## config.mk

```make
export PLATFORM = sky130hd
export DESIGN_NAME = cu_sequencer
export DESIGN_NICKNAME = d
export VERILOG_FILES = /design/src/rtl/cu_sequencer.sv
export SDC_FILE = /design/constraint.sdc
export NUM_CORES = 1
export LEC_CHECK = 0
export CAP_MARGIN = 20
export CORE_MARGIN = 4
export CORE_UTILIZATION = 45
export CTS_BUF_LIST = sky130_fd_sc_hd__clkbuf_2 sky130_fd_sc_hd__clkbuf_4 sky130_fd_sc_hd__clkbuf_8
export CTS_CLUSTER_DIAMETER = 100
export DETAILED_ROUTE_END_ITERATION = 10
export MAX_ROUTING_LAYER = met4
export PLACE_DENSITY = 0.78
export SLEW_MARGIN = 20
export SYNTH_ARGS = -nofsm -noshare
export SYNTH_HDL_FRONTEND = slang
export SYNTH_SLANG_ARGS = --single-unit
```

## constraint.sdc

```tcl
create_clock -name clk -period 1.7 [get_ports clk]
set_input_delay 0.255 -clock clk [delete_from_list [all_inputs] [get_ports clk]]
set_output_delay 0.255 -clock clk [all_outputs]
set_load 0.02 [all_outputs]
```

## src/rtl/cu_sequencer.sv

```systemverilog
// Control-unit sequence counter: walks FETCH1..FETCH3, dispatches on the opcode
// into the execute states, and counts retired instructions.
module cu_sequencer #(
  parameter int unsigned N     = 4,
  parameter int unsigned CNT_W = 16
) (
  input  logic             clk,
  input  logic             rst_n,
  input  logic             run,
  input  logic             clear,
  input  logic [1:0]       ir_opcode,
  output logic [N-1:0]     counter_value,
  output logic             instr_done,
  output logic [CNT_W-1:0] instr_count
);

  localparam logic [N-1:0] S_FETCH1 = N'(0);
  localparam logic [N-1:0] S_FETCH2 = N'(1);
  localparam logic [N-1:0] S_FETCH3 = N'(2);
  localparam logic [N-1:0] S_ADD1   = N'(3);
  localparam logic [N-1:0] S_ADD2   = N'(4);
  localparam logic [N-1:0] S_AND1   = N'(5);
  localparam logic [N-1:0] S_AND2   = N'(6);
  localparam logic [N-1:0] S_JMP1   = N'(7);
  localparam logic [N-1:0] S_INC1   = N'(8);

  logic [N-1:0]     r_state;
  logic             r_done;
  logic [CNT_W-1:0] r_count;

  logic [N-1:0]     w_next_state;
  logic             w_terminal;
  logic             w_retire;
  logic             w_done_nxt;
  logic [CNT_W-1:0] w_count_nxt;

  // State and registered outputs; reset dominates clear and run.
  always_ff @(posedge clk or negedge rst_n) begin
    if (!rst_n) begin
      r_state <= S_FETCH1;
      r_done  <= 1'b0;
      r_count <= '0;
    end else begin
      r_state <= w_next_state;
      r_done  <= w_done_nxt;
      r_count <= w_count_nxt;
    end
  end

  // Next-state: hold when stalled, opcode is only consulted when leaving FETCH3.
  always_comb begin
    w_next_state = r_state;
    if (clear) begin
      w_next_state = S_FETCH1;
    end else if (run) begin
      case (r_state)
        S_FETCH1: w_next_state = S_FETCH2;
        S_FETCH2: w_next_state = S_FETCH3;
        S_FETCH3: begin
          case (ir_opcode)
            2'b00:   w_next_state = S_ADD1;
            2'b01:   w_next_state = S_AND1;
            2'b10:   w_next_state = S_JMP1;
            default: w_next_state = S_INC1;
          endcase
        end
        S_ADD1:  w_next_state = S_ADD2;
        S_ADD2:  w_next_state = S_FETCH1;
        S_AND1:  w_next_state = S_AND2;
        S_AND2:  w_next_state = S_FETCH1;
        S_JMP1:  w_next_state = S_FETCH1;
        S_INC1:  w_next_state = S_FETCH1;
        default: w_next_state = S_FETCH1;
      endcase
    end
  end

  // Retire only on an advancing step out of a terminal state; illegal-index recovery never counts.
  always_comb begin
    w_terminal  = 1'b0;
    w_retire    = 1'b0;
    w_done_nxt  = 1'b0;
    w_count_nxt = r_count;
    w_terminal  = (r_state == S_ADD2) || (r_state == S_AND2) ||
                  (r_state == S_JMP1) || (r_state == S_INC1);
    w_retire    = run && !clear && w_terminal;
    w_done_nxt  = w_retire;
    w_count_nxt = r_count + CNT_W'(w_retire);
  end

  assign counter_value = r_state;
  assign instr_done    = r_done;
  assign instr_count   = r_count;

endmodule

```

==> results.txt <==
The run finished, with violations left. The final reports fail on setup timing. The worst setup path is captured at a register. The largest buffer count on any clock path is 2. The flop and latch count out of synthesis came out at 21. The top-area cell type share of the netlist area came out at 50.9%. The count of inserted antenna diode cells came out at 0.

The largest total area in the synthesized netlist belongs to dfrtp_1. The switching power of the nets is 0.221 mW. The areal power density over the cells came out at 554 nW/um2. The count of endpoints failing hold in the final timing report was 0. The CTS buffer count is 3. In this run the worst hold path is classified as in2async. The number of nets in the layout came out at 149. The final max-slew violation count came out at 0.

The count of pins on the block boundary came out at 27. The final clock skew is 0.00431 ns. The routability congestion estimate is 0.730. For this design, the CTS-stage hold fixing added 0 buffers. Combinational logic burns 14.2% of the power. The tree is rooted in a clkbuf_4. The total setup violations reported at the end of the flow came out at 16. The first detailed-routing pass ran for 4 iterations.

The proportion of power drawn by the clock network came out at 27.3%. The capture instance of the worst register-to-register path is instr_count[7]$_DFF_PN0_. The final standard cell utilization of the core came out at 74.6%. In this run the horizontal extent of the chip is 55.9 um. The worst-path cell with the longest stage delay is dfrtp_2. The placed wire-length estimate came out at 1.76 mm. The worst endpoint required time came out at 1.92 ns. The count of nets left with antenna violations once routing finished came out at 0.

In the post-synthesis netlist, the biggest area contributors are dfrtp_1 51%, xor2_1 8.5%, ha_1 6.1%, nor4_2 4.8%, xnor2_1 3.4%. The total number of placement rows is 17. The die extent in y came out at 55.9 um.

The setup slack on the worst flop-to-flop path came out at -0.16 ns. The area used by sequential logic in the layout came out at 531 um2. The internal power consumption came out at 0.686 mW. The count of cells along the worst register-to-register path came out at 9.

By startpoint and endpoint, the worst setup path is classified as reg2reg. The launching point of the worst reg2reg path is counter_value[1]$_DFFE_PN0P_. The cell count after synthesis came out at 90.

The number of placed instances, taps included came out at 158. The Yosys step of the flow raised 0 warnings. The total cell area at the placement stage is 1490 um2. The area of the core region came out at 2190 um2. After the first detailed-routing iteration, the DRC count stood at 7. The clock latency of the later-clocked register in the worst-skew pair came out at 0.29 ns. The first-pass GRT wire length is 4.04 mm. The maximum number of pins on one net before global-route repair is 22. TritonCTS built the clock tree. The number of antenna violations at the first check in global routing came out at 0. The initial core utilization came out at 47.1%. The standby leakage power is 0.835 nW.

The share of layout cells above drive strength 1 came out at 38.0%. Compared with the post-synthesis result, the final layout area differs by 58.4%. The final routed wirelength across all metal layers is 2.39 mm. The ratio of routed vias to standard cells is 5.13. The part of the total power dissipated in sequential elements is 58.5%. The data arrival time at the worst-slack endpoint is 2.08 ns. The number of max-cap violations came out at 0.

The net count after synthesis is 101. In this run the mean area of a mapped cell was 11.5 um2. The via count of the first global-routing pass was 871. In this run the cell area of the synthesized design comes to 1030 um2. After synthesis, flip-flops and latches occupy 50.9% of the total area. Setup repair after global routing could not meet its margin everywhere. The number of distinct standard cells referenced by the synthesized netlist is 23. The shortest period the worst path allows came out at 1.86 ns. The final critical path takes up 109% of the cycle. The H-tree depth reported by CTS is 1. The final global-route overflow total is 0. At the pin with the least slew margin, the transition time is 0.336 ns. Counting the fill cells in the layout gives 143. The critical path starts at counter_value[1]$_DFFE_PN0P_. Dividing the detail-routed wire length by the instance count gives 14.5 um. The final worst-path setup slack came out at -0.161 ns. The critical path ends at instr_count[7]$_DFF_PN0_. The number of standard cells in the final layout excluding fillers came out at 165. The detailed-route via count came out at 846. Clock-pin slew was measured on the worst setup and hold paths at 0.11 ns. The maximum achievable frequency came out at 537 MHz. The maximum cell stage delay along the critical path is 0.43 ns. The signal on the critical path passes through nor3_2, a22oi_2, nor3_2, ha_2, buf_4, nand3_4, buf_4, nor2_2, xnor2_1. The total number of clock tree sinks is 21. Headroom to the max-slew limit came out at 77.5%. The number of port buffers is 26. The number of remaining DRC errors is 0. The worst-case IR drop observed on VDD is 0.000536 V. The finished cells cover 1640 um2. The top fanout value on the critical path is 7. The nature of the critical path startpoint is a register.

The switching fraction of total power is 24.4%. The area taken by multi-input logic gates is 617 um2. The total die area came out at 3120 um2.

The total routing resource utilization after global routing is 16.6%.
-- cells in the mapped netlist --
| master | number |
|---|---|
| nor3_1 | 6 |
| nand4_2 | 2 |
| xor2_1 | 10 |
| dfrtp_1 | 21 |
| nand3_1 | 4 |
| xnor2_1 | 4 |
| nand3_2 | 2 |
| nor2_1 | 5 |
| nor4_2 | 4 |
| nand4_1 | 1 |
| a21oi_1 | 2 |
| nor4b_2 | 1 |
| a22oi_1 | 4 |
| nand2_1 | 5 |
| ha_1 | 5 |
| or4_1 | 1 |
| nand2b_1 | 1 |
| a32oi_1 | 1 |
| o21ai_1 | 1 |
| nor2b_1 | 3 |
| inv_1 | 5 |
| o2111ai_1 | 1 |
| inv_2 | 1 |
-- flip-flops by register name, summed over array words and instances, names as in the netlist --
name	flops
counter_value	4
instr_done	1
instr_count	16
-- layout by cell type (no fill, tap or decap), types with 5 or more instances in the layout --
cell,netlist,routed
clkdlybuf4s50_1,0,18
dfrtp_1,21,17
buf_4,0,15
xor2_1,10,10
inv_1,5,5
-- power by group through the flow --
stage	Combinational, mW	Clock (mW)	Sequential, mW
after floorplan	0.0275	0	0.559
after global placement	0.128	0	0.538
after detailed placement	0.131	0	0.539
after CTS	0.133	0.258	0.529
after global routing	0.143	0.286	0.533
final	0.129	0.248	0.530
-- stage by stage --
step	total power [mW]	hold WS (ns)	setup TNS, ns	worst slack [ns]
floorplan	0.587	-0.0406	-1.15	-0.174
global placement	0.666	0.455	-3.33	-0.292
detailed placement	0.669	0.464	-3.76	-0.319
CTS	0.919	0.295	-1.17	-0.141
global route	0.962	0.298	-3.64	-0.308
finish	0.907	0.294	-1.60	-0.161
-- worst min-delay path by stage --
stage	cells past startpoint	start	end
2_1_floorplan	0	rst_n	counter_value[0]$_DFFE_PN0P_
3_3_place_gp	1	instr_count[15]$_DFF_PN0_	instr_count[15]$_DFF_PN0_
3_5_place_dp	1	instr_count[15]$_DFF_PN0_	instr_count[15]$_DFF_PN0_
4_1_cts	2	rst_n	instr_count[15]$_DFF_PN0_
5_1_grt	2	rst_n	instr_count[11]$_DFF_PN0_
6_report	2	rst_n	counter_value[2]$_DFFE_PN0P_
-- critical path, delay by kind of cell, from the launching register on --
family / cells / cell delay, ns
buf+inv: 2 / 0.30
flops: 1 / 0.43
compound gates: 1 / 0.11
simple gates: 4 / 0.60
xor+xnor: 1 / 0.12
fa+ha+maj: 1 / 0.23
-- kinds of logic (layout without fill, tap and decap cells) --
family / count (synthesis) / count (layout) / synth area share, %
AOI/OAI and AO/OA: 9 / 9 / 6.06
xor gates and xnor gates: 14 / 14 / 11.9
adders and majority gates: 5 / 5 / 6.06
buffers and inverters: 6 / 53 / 2.18
DFF: 21 / 21 / 50.9
and+or+nand+nor: 35 / 35 / 22.9
-- repair_timing --
| item | 4_1_cts | 5_1_grt |
|---|---|---|
| endpoints found under the setup margin | 18 | 20 |
| pin swaps | 3 | 4 |
| setup buffers | 0 | 3 |
| resized for setup | 12 | 13 |
-- routing by layer --
metal	vias to the layer above	share of wire (%)	global-route usage [%]
li1	413	-	-
met3	2	3.1	3.48
met4	0	0.88	4.75
met2	16	52	24.5
met5	-	0	-
met1	415	44	23.2
-- final cells by class --
| cell class | count | area share, % |
|---|---|---|
| timing repair buffer | 43 | 24.5 |
| multi-input combinational | 63 | 37.7 |
| clock buffer | 4 | 1.84 |
| tap | 28 | 2.14 |
| inverter | 6 | 1.38 |
| sequential | 21 | 32.4 |
Power figures use the tool's default switching activity.
